File: config.mk
export PLATFORM = sky130hd
export DESIGN_NAME = pc_next_unit
export DESIGN_NICKNAME = d
export VERILOG_FILES = /design/src/rtl/mips_pkg.sv /design/src/rtl/pc_target_mux.sv /design/src/rtl/pc_next_unit.sv
export SDC_FILE = /design/constraint.sdc
export NUM_CORES = 1
export LEC_CHECK = 0
export CAP_MARGIN = 20
export CORE_ASPECT_RATIO = 0.9
export CORE_MARGIN = 3
export CORE_UTILIZATION = 43
export DETAILED_ROUTE_END_ITERATION = 16
export PLACE_DENSITY = 0.79
export SLEW_MARGIN = 10
export SYNTH_ARGS = -nofsm -noshare
export SYNTH_HDL_FRONTEND = slang
export SYNTH_SLANG_ARGS = --single-unit
File: constraint.sdc
create_clock -name Clk -period 2.4 [get_ports Clk]
set_clock_uncertainty 0.15 [all_clocks]
set_input_delay 0.48 -clock Clk [delete_from_list [all_inputs] [get_ports Clk]]
set_output_delay 0.48 -clock Clk [all_outputs]
set_load 0.03 [all_outputs]
File: src/rtl/mips_pkg.sv
`default_nettype none
// +----------------------------------------------------------------------------+
// | Package     : mips_pkg                                                     |
// | Description : Shared widths, reset PC, fetch-select and PC FSM encodings.  |
// | Revision    : 1.0 - initial release                                        |
// +----------------------------------------------------------------------------+
package mips_pkg;

   localparam int ADDR_W = 32;
   localparam logic [ADDR_W-1:0] PC_RESET_DEFAULT = 32'h0000_0000;

   typedef enum logic [1:0] {
      PCSEL_SEQ = 2'd0,
      PCSEL_BR  = 2'd1,
      PCSEL_J   = 2'd2,
      PCSEL_JR  = 2'd3
   } pcsel_e;

   typedef enum logic [0:0] {
      ST_RUN  = 1'b0,
      ST_HOLD = 1'b1
   } state_e;

   // Instruction fetch is word addressed; low address bits are always dropped.
   function automatic logic [ADDR_W-1:0] word_align(input logic [ADDR_W-1:0] addr);
      return {addr[ADDR_W-1:2], 2'b00};
   endfunction

endpackage
`default_nettype wire

File: src/rtl/pc_target_mux.sv
`default_nettype none
// +----------------------------------------------------------------------------+
// | Module      : pc_target_mux                                                |
// | Description : Priority select (jr > jump > branch) and redirect target     |
// |               formation with word-alignment check. Purely combinational.   |
// | Revision    : 1.0 - initial release                                        |
// +----------------------------------------------------------------------------+
module pc_target_mux
   import mips_pkg::*;
(
   input  logic              jr_i,
   input  logic              jump_i,
   input  logic              branch_taken_i,
   input  logic [ADDR_W-1:0] redirect_base_i,
   input  logic [27:0]       jump_shift_i,
   input  logic [ADDR_W-1:0] branch_off_i,
   input  logic [ADDR_W-1:0] jr_addr_i,
   output logic [ADDR_W-1:0] target_o,
   output logic              valid_o,
   output logic              misalign_o
);

   pcsel_e              w_sel;
   logic [ADDR_W-1:0]   w_raw;
   logic [ADDR_W-1:0]   w_jump_tgt;
   logic [ADDR_W-1:0]   w_branch_tgt;

   assign w_jump_tgt   = {redirect_base_i[ADDR_W-1:28], jump_shift_i};
   // Carry out of the branch add is deliberately discarded (modulo 2^32).
   assign w_branch_tgt = redirect_base_i + branch_off_i;

   always_comb begin
      w_sel = PCSEL_SEQ;
      if (jr_i)
         w_sel = PCSEL_JR;
      else if (jump_i)
         w_sel = PCSEL_J;
      else if (branch_taken_i)
         w_sel = PCSEL_BR;
   end

   always_comb begin
      w_raw = redirect_base_i;
      case (w_sel)
         PCSEL_JR: w_raw = jr_addr_i;
         PCSEL_J:  w_raw = w_jump_tgt;
         PCSEL_BR: w_raw = w_branch_tgt;
         default:  w_raw = redirect_base_i;
      endcase
   end

   assign valid_o    = (w_sel != PCSEL_SEQ);
   assign misalign_o = valid_o && (w_raw[1:0] != 2'b00);
   assign target_o   = word_align(w_raw);

endmodule
`default_nettype wire

File: src/rtl/pc_next_unit.sv
`default_nettype none
// +----------------------------------------------------------------------------+
// | Module      : pc_next_unit                                                 |
// | Description : PC register, next-PC arbitration, stall-time redirect hold,  |
// |               IF/ID flush pulse, sticky misalign flag, redirect counter.   |
// | Revision    : 1.0 - initial release                                        |
// +----------------------------------------------------------------------------+
module pc_next_unit
   import mips_pkg::*;
#(
   parameter logic [ADDR_W-1:0] PC_RESET = PC_RESET_DEFAULT,
   parameter int                CNT_W    = 16
) (
   input  logic              Clk,
   input  logic              Rst_n,
   input  logic              stall_i,
   input  logic              jr_i,
   input  logic              jump_i,
   input  logic              branch_taken_i,
   input  logic [ADDR_W-1:0] redirect_base_i,
   input  logic [27:0]       jump_shift_i,
   input  logic [ADDR_W-1:0] branch_off_i,
   input  logic [ADDR_W-1:0] jr_addr_i,
   output logic [ADDR_W-1:0] pc_o,
   output logic [ADDR_W-1:0] pc_plus4_o,
   output logic              flush_o,
   output logic              misalign_o,
   output logic [CNT_W-1:0]  redirect_cnt_o
);

   localparam logic [ADDR_W-1:0] c_pc_step = 32'd4;
   localparam logic [CNT_W-1:0]  c_cnt_one = CNT_W'(1);
   localparam logic [CNT_W-1:0]  c_cnt_max = '1;

   state_e              r_state;
   state_e              w_state_next;
   logic [ADDR_W-1:0]   r_pc;
   logic [ADDR_W-1:0]   w_pc_next;
   logic [ADDR_W-1:0]   r_pend;
   logic [ADDR_W-1:0]   w_pend_next;
   logic                r_flush;
   logic                w_flush_next;
   logic                r_misalign;
   logic                w_misalign_next;
   logic [CNT_W-1:0]    r_cnt;
   logic                w_cnt_inc;

   logic [ADDR_W-1:0]   w_target;
   logic                w_valid;
   logic                w_misalign;

   pc_target_mux u_target_mux (
      .jr_i            (jr_i),
      .jump_i          (jump_i),
      .branch_taken_i  (branch_taken_i),
      .redirect_base_i (redirect_base_i),
      .jump_shift_i    (jump_shift_i),
      .branch_off_i    (branch_off_i),
      .jr_addr_i       (jr_addr_i),
      .target_o        (w_target),
      .valid_o         (w_valid),
      .misalign_o      (w_misalign)
   );

   always_comb begin
      w_state_next    = r_state;
      w_pc_next       = r_pc;
      w_pend_next     = r_pend;
      w_flush_next    = 1'b0;
      w_cnt_inc       = 1'b0;
      w_misalign_next = r_misalign;
      case (r_state)
         ST_RUN: begin
            if (w_valid && w_misalign)
               w_misalign_next = 1'b1;
            if (!stall_i) begin
               if (w_valid) begin
                  w_pc_next    = w_target;
                  w_flush_next = 1'b1;
                  w_cnt_inc    = 1'b1;
               end else begin
                  w_pc_next = r_pc + c_pc_step;
               end
            end else if (w_valid) begin
               w_pend_next  = w_target;
               w_state_next = ST_HOLD;
            end
         end
         ST_HOLD: begin
            // Anything arriving while held is younger wrong-path work; the captured target wins.
            if (!stall_i) begin
               w_pc_next    = r_pend;
               w_flush_next = 1'b1;
               w_cnt_inc    = 1'b1;
               w_state_next = ST_RUN;
            end
         end
         default: begin
            w_state_next = ST_RUN;
         end
      endcase
   end

   always_ff @(posedge Clk or negedge Rst_n) begin
      if (!Rst_n) begin
         r_state    <= ST_RUN;
         r_pc       <= PC_RESET;
         r_pend     <= PC_RESET;
         r_flush    <= 1'b0;
         r_misalign <= 1'b0;
      end else begin
         r_state    <= w_state_next;
         r_pc       <= w_pc_next;
         r_pend     <= w_pend_next;
         r_flush    <= w_flush_next;
         r_misalign <= w_misalign_next;
      end
   end

   always_ff @(posedge Clk or negedge Rst_n) begin
      if (!Rst_n)
         r_cnt <= '0;
      else if (w_cnt_inc && (r_cnt != c_cnt_max))
         r_cnt <= r_cnt + c_cnt_one;
   end

   assign pc_o           = r_pc;
   assign pc_plus4_o     = r_pc + c_pc_step;
   assign flush_o        = r_flush;
   assign misalign_o     = r_misalign;
   assign redirect_cnt_o = r_cnt;

endmodule
`default_nettype wire

Word-level counts from Yosys, hierarchy flattened

Cells that the tools add are included.

$add $sub $neg: 3
Equal/unequal tests: 6
Multiplexer cells: 15
Bitwise operators: 1
Reduce and logical (&&, ||, !) cells: 8

Operators with widths:

| operator                                      | count |
|---|---|
| two-way mux 32 bit                            | 3 |
| case mux 32 bit (3 select lines)              | 1 |
| case mux 32 bit (2 select lines)              | 1 |
| adder 32 x 3 -> 32 bit, second input constant | 1 |
| adder 32 bit                                  | 1 |
| adder 16 x 1 -> 16 bit, second input constant | 1 |
| inequality test 16 bit, second input constant | 1 |
| two-way mux 1 bit                             | 6 |
| == test 2 bit, second input constant          | 2 |
| two-way mux 2 bit                             | 2 |
| inequality test 2 bit, second input constant  | 2 |
| case mux 1 bit (2 select lines)               | 2 |
| AND reduction 2 bit                           | 2 |
| nonzero test 2 bit                            | 2 |
| logical AND 1 bit                             | 3 |
| AND reduction 3 bit                           | 1 |
| == test 2 x 1 -> 1 bit, second input constant | 1 |
| NOT 1 bit                                     | 1 |

Register bits after elaboration: 81
Bits of input ports: 130
Output and inout port bits: 82
Word-level logic and storage cells: 39

Longest topological paths before layout

Depth in word-level cells: 9
Mapped depth: 12
Mapped depth without buffers: 12

By module

From an unflattened synthesis, not the netlist that was laid out.

Cell total of the unflattened synthesis: 908
Area, all modules: 7551.0 sq um

Modules (own cells, without submodules):

| module        | times used | cells an instance | area an instance (sq um) | seq. area each (sq um) |
|---|---|---|---|---|
| pc_next_unit  | 1          | 519               | 5022.3                   | 2077.0 |
| pc_target_mux | 1          | 389               | 2528.7                   | 0.0 |

Worst setup path after synthesis

No wires, ideal clock.

Path type: input -> register
Start point: in redirect_base_i[0]
End point: reg r_pc[30] (netlist: pc_o[30])
Library setup time: 121 ps
Arrival time: 2745 ps
Data required time: 2129 ps
Path slack: -616 ps
Stages: 12
Path through: ha_1 -> inv_1 -> fa_1 -> nand2b_1 -> a211oi_1 -> a211o_1 -> o21bai_1 -> a311oi_1 -> nor2_2 -> mux2i_1 -> a311oi_1 -> o22a_1

Cells in the longest elaborated chain, start to end: 5

Ends and longest elaborated chain:

| what                             | line                | RTL |
|---|---|---|
| start: declaration               | pc_next_unit.sv:20  | `input logic [ADDR_W-1:0] redirect_base_i,` |
| adder 32 bit                     | pc_target_mux.sv:30 | `assign w_branch_tgt = redirect_base_i + branch_off_i;` |
| case mux 32 bit (3 select lines) | pc_target_mux.sv:44 | `case (w_sel)` |
| two-way mux 32 bit               | pc_next_unit.sv:77  | `if (w_valid) begin` |
| two-way mux 32 bit               | pc_next_unit.sv:76  | `if (!stall_i) begin` |
| case mux 32 bit (2 select lines) | pc_next_unit.sv:72  | `case (r_state)` |
| end signal: assignment           | pc_next_unit.sv:113 | `r_pc <= w_pc_next;` |
| end: declaration                 | pc_next_unit.sv:37  | `logic [ADDR_W-1:0] r_pc;` |

No other way between the ends. The select of a mux whose other input is x is not followed.
A chain may end at the register's enable or synchronous reset.

Final worst setup path

Start point: in branch_off_i[0]
End point: reg r_pc[12] (netlist: pc_o[12])

Cells in the longest elaborated chain, start to end: 5

Ends and longest elaborated chain:

| what                             | line                | RTL |
|---|---|---|
| start: declaration               | pc_next_unit.sv:22  | `input logic [ADDR_W-1:0] branch_off_i,` |
| adder 32 bit                     | pc_target_mux.sv:30 |  |
| case mux 32 bit (3 select lines) | pc_target_mux.sv:44 |  |
| two-way mux 32 bit               | pc_next_unit.sv:77  |  |
| two-way mux 32 bit               | pc_next_unit.sv:76  |  |
| case mux 32 bit (2 select lines) | pc_next_unit.sv:72  |  |

No other way between the ends. The select of a mux whose other input is x is not followed.

==> metrics.yaml <==
status:
  status: "finished, violations left"
  violations: "setup timing"
logic_synthesis:
  ys_warn_count: 0
  synth-simple-area-share_pct: 20.05
  synthXorXnorAreaFrac_pct: 9.107
  synth_enable_flop_cells: 0
  synthTopCellsByArea: "dfrtp_1 30%, ha_1 6.3%, nand2_1 6.0%"
  yosysUniqueCellTypes: 73
  yosysTopAreaCell: "dfrtp_1"
  synth_mux_area_share_pct: 2.831
  synth_compound_area_share_pct: 26.75
  synth_top_area_share_pct: 30.23
  synth_fa_ha_area_share_pct: 6.619
  seq_area_frac_synth_pct: 30.23
  synth-main-ff-cell: "dfrtp_1"
  syn_inst: 797
  synth_area_per_cell_um2: 8.206
  ys_async_sr_fraction_pct: 100.0
  synth_top_family_by_area: "compound AO/OA/AOI/OAI gates"
  ys_ff_latch: 79
  syn_area_um2: 6540
place:
  placed_area_um2: 10630
  portBuffers: 207
  dp_hpwl_mm: 19.41
  dp_worst_setup_slack_ns: -1.233
  finalWeightedCongestion: 0.9587
final_layout:
  drive_above_1_share_pct: 49.31
  fillers: 614
  utilization_pct: 88.11
  final_cell_mix: "211 x buf_4, 114 x clkdlybuf4s50_1, 88 x nand2_1, 61 x dfrtp_1, 56 x buf_6"
  design_area_um2: 13060
  final_common_cell: "buf_4"
  multi_input_area_um2: 6148
  regArea_um2: 1999
  antenna_cells: 0
  area_growth_pct: 99.66
  fin_nets: 1394
route:
  avgRoutedWirePerCell_um: 26.84
  vias: 9509
  antenna_left: 0
  finalWirelength_mm: 38.47
  via_per_inst: 6.636
  dr.pass1.iters: 6
  drcViolationCount: 0
  drt_iter0_drc: 1407
clock_tree:
  cts.path.max_buffers: 2
  clk_pin_slew_worst_paths_ns: 0.07
  cts_root_buffer: "clkbuf_16"
  cts-buffers-inserted: 9
  clkSinkCount: 79
  tritoncts: "yes"
  clk_latency_ns: 0.34
  htree_levels: 3
floorplan:
  dieHeight_um: 123.0
  initial_core_util_pct: 44.13
  pin_count: 212
  dieArea_um2: 16730
  fp.coreArea_um2: 14820
  fp.dieW_um: 136.0
  rows: 42
power_and_ir_drop:
  p_per_area_nw_per_um2: 559.4
  pwr-share-seq_pct: 25.0
  ir_drop_mv: 0.3823
  finalPower_uw: 7304
  p_leak_uw: 0.005708
  swShare_pct: 41.38
  pwr-share-comb_pct: 57.0
  p_int_uw: 4281
  net-switching-power_uw: 3023
  power_frac_clock_pct: 17.9
timing:
  finalSetupTns_ns: -24.95
  final_max_slew_viol_count: 0
  period_minus_slack_ns: 3.060
  final-setup-viol-count: 81
  period_share_pct: 127.5
  setup_slack_ns: -0.6601
  max_slew_margin_pct: 59.60
  hold_viol_final: 0
  max_freq_mhz: 326.8
  grt_setup_unrepaired: "yes"
  tightest_slew_ns: 0.6048
global_routing:
  grt_max_degree: 43
  grt_pass1_wl_mm: 45.23
  grt_pass1_vias: 8549
  antenna_found_initial: 0
  grt_use_total_pct: 34.45
  overflow: 0
worst_hold_path:
  min_path_cells: 2
  holdPathEnd: "r_pend[21]"
  hold_start: "r_pend[21]"
  hold_path.class: "register to register"
setup_path:
  crit_fanout: 3
  ff2ff_path_depth: 11
  reg2reg_slack_ns: -0.26
  critPathLaunchType: "primary input"
  arrival_ns: 3.13
  endpoint_kind: "register"
  crit-reg2reg-launch: "pc_o[9]"
  critPathRequiredTime_ns: 2.47
  r2r-end: "pc_o[29]"
  worstSetupPathType: "primary input to register"
flow_run:
  cap_violations: 0
-- power by group through the flow --
stage / logic, uW / registers [uW] / clock network (uW)
after floorplan: 1290 / 2090 / 0
after global placement: 3080 / 1790 / 0
after detailed placement: 3130 / 1800 / 0
after CTS: 3480 / 1780 / 1280
after global routing: 4310 / 1850 / 1350
final: 4160 / 1830 / 1310
-- critical path: stages --
cell and delay (ns):
buf_8 0.07, ha_4 0.14, inv_2 0.04, fa_2 0.38
nand2b_4 0.17, a211oi_4 0.28, a211o_4 0.23, buf_4 0.13
nor2_4 0.04, xnor2_1 0.16, a221oi_2 0.46, buf_4 0.20
a211oi_1 0.06, a211oi_1 0.22, a21oi_1 0.07
-- metrics by stage --
| step | std cells | hold WS [ns] |
|---|---|---|
| after floorplan | 800 | 0.03441 |
| after global placement | 1321 | 0.2876 |
| after detailed placement | 1321 | 0.3108 |
| after CTS | 1386 | 0.3235 |
| after global routing | 1433 | 0.3537 |
| final | 1433 | 0.3354 |
-- logic make-up after synthesis --
logic type | count (synthesis)
and+or+nand+nor | 276
AOI/OAI and AO/OA | 256
DFF | 79
xor gates and xnor gates | 68
buffers and inverters | 66
adders and majority gates | 34
muxes | 17
other | 1
-- timing repair --
item,4_1_cts,5_1_grt
hold buffers,1,0
hold endpoints to repair,34,0
resized for setup,345,180
setup endpoints to repair,83,84
buffers inserted,49,55
pin swaps,147,115
cloned,0,0
-- worst max-delay path by stage --
| stage | depth (start not counted) | from | slack [ns] | end |
|---|---|---|---|---|
| after global routing | 15 | branch_off_i[0] | -0.69 | pc_o[12] |
| final | 15 | branch_off_i[0] | -0.66 | pc_o[12] |
| after CTS | 14 | branch_off_i[0] | -0.37 | pc_o[24] |
| after global placement | 13 | redirect_base_i[0] | -1.15 | pc_o[30] |
| after detailed placement | 13 | redirect_base_i[0] | -1.23 | pc_o[30] |
| after floorplan | 12 | redirect_base_i[0] | -0.42 | pc_o[22] |
-- layer usage --
| metal | global-route usage, % | vias to the layer above | wire [um] |
|---|---|---|---|
| met2 | 56.28 | 983 | 17530 |
| met1 | 43.61 | 4422 | 12700 |
| met4 | 19.96 | 0 | 3704 |
| met3 | 5.330 | 327 | 4536 |
| met5 | 0 | - | 0 |
| li1 | - | 3777 | - |
-- area by class of cell --
| type | count | area share (%) |
|---|---|---|
| sequential | 79 | 15.31 |
| clock inverter | 5 | 0.2587 |
| tap | 198 | 1.897 |
| clock buffer | 11 | 1.859 |
| inverter | 19 | 0.5462 |
| timing repair buffer | 466 | 33.04 |
| multi-input combinational | 655 | 47.09 |
-- state kept, by name, indices dropped and copies added (netlist names) --
register and cells:
flush_o 1, misalign_o 1, pc_o 30, r_pend 30, r_state 1, redirect_cnt_o 16
-- synth_stat cells (6+ instances only) --
cell and number:
a211oi_1 18, a21o_1 13, a21oi_1 64, a221o_1 8
a221oi_1 7, and3_1 26, and4_1 9, buf_4 6
clkbuf_1 32, dfrtp_1 79, ha_1 33, inv_1 17
mux2_2 12, nand2_1 105, nand2b_1 9, nand3_1 24
nand4_1 13, nor2_1 62, nor3_1 11, o21a_1 7
o21ai_0 66, o21bai_1 6, o221ai_1 9, xnor2_1 42
xor2_1 26
Power figures use the tool's default switching activity.
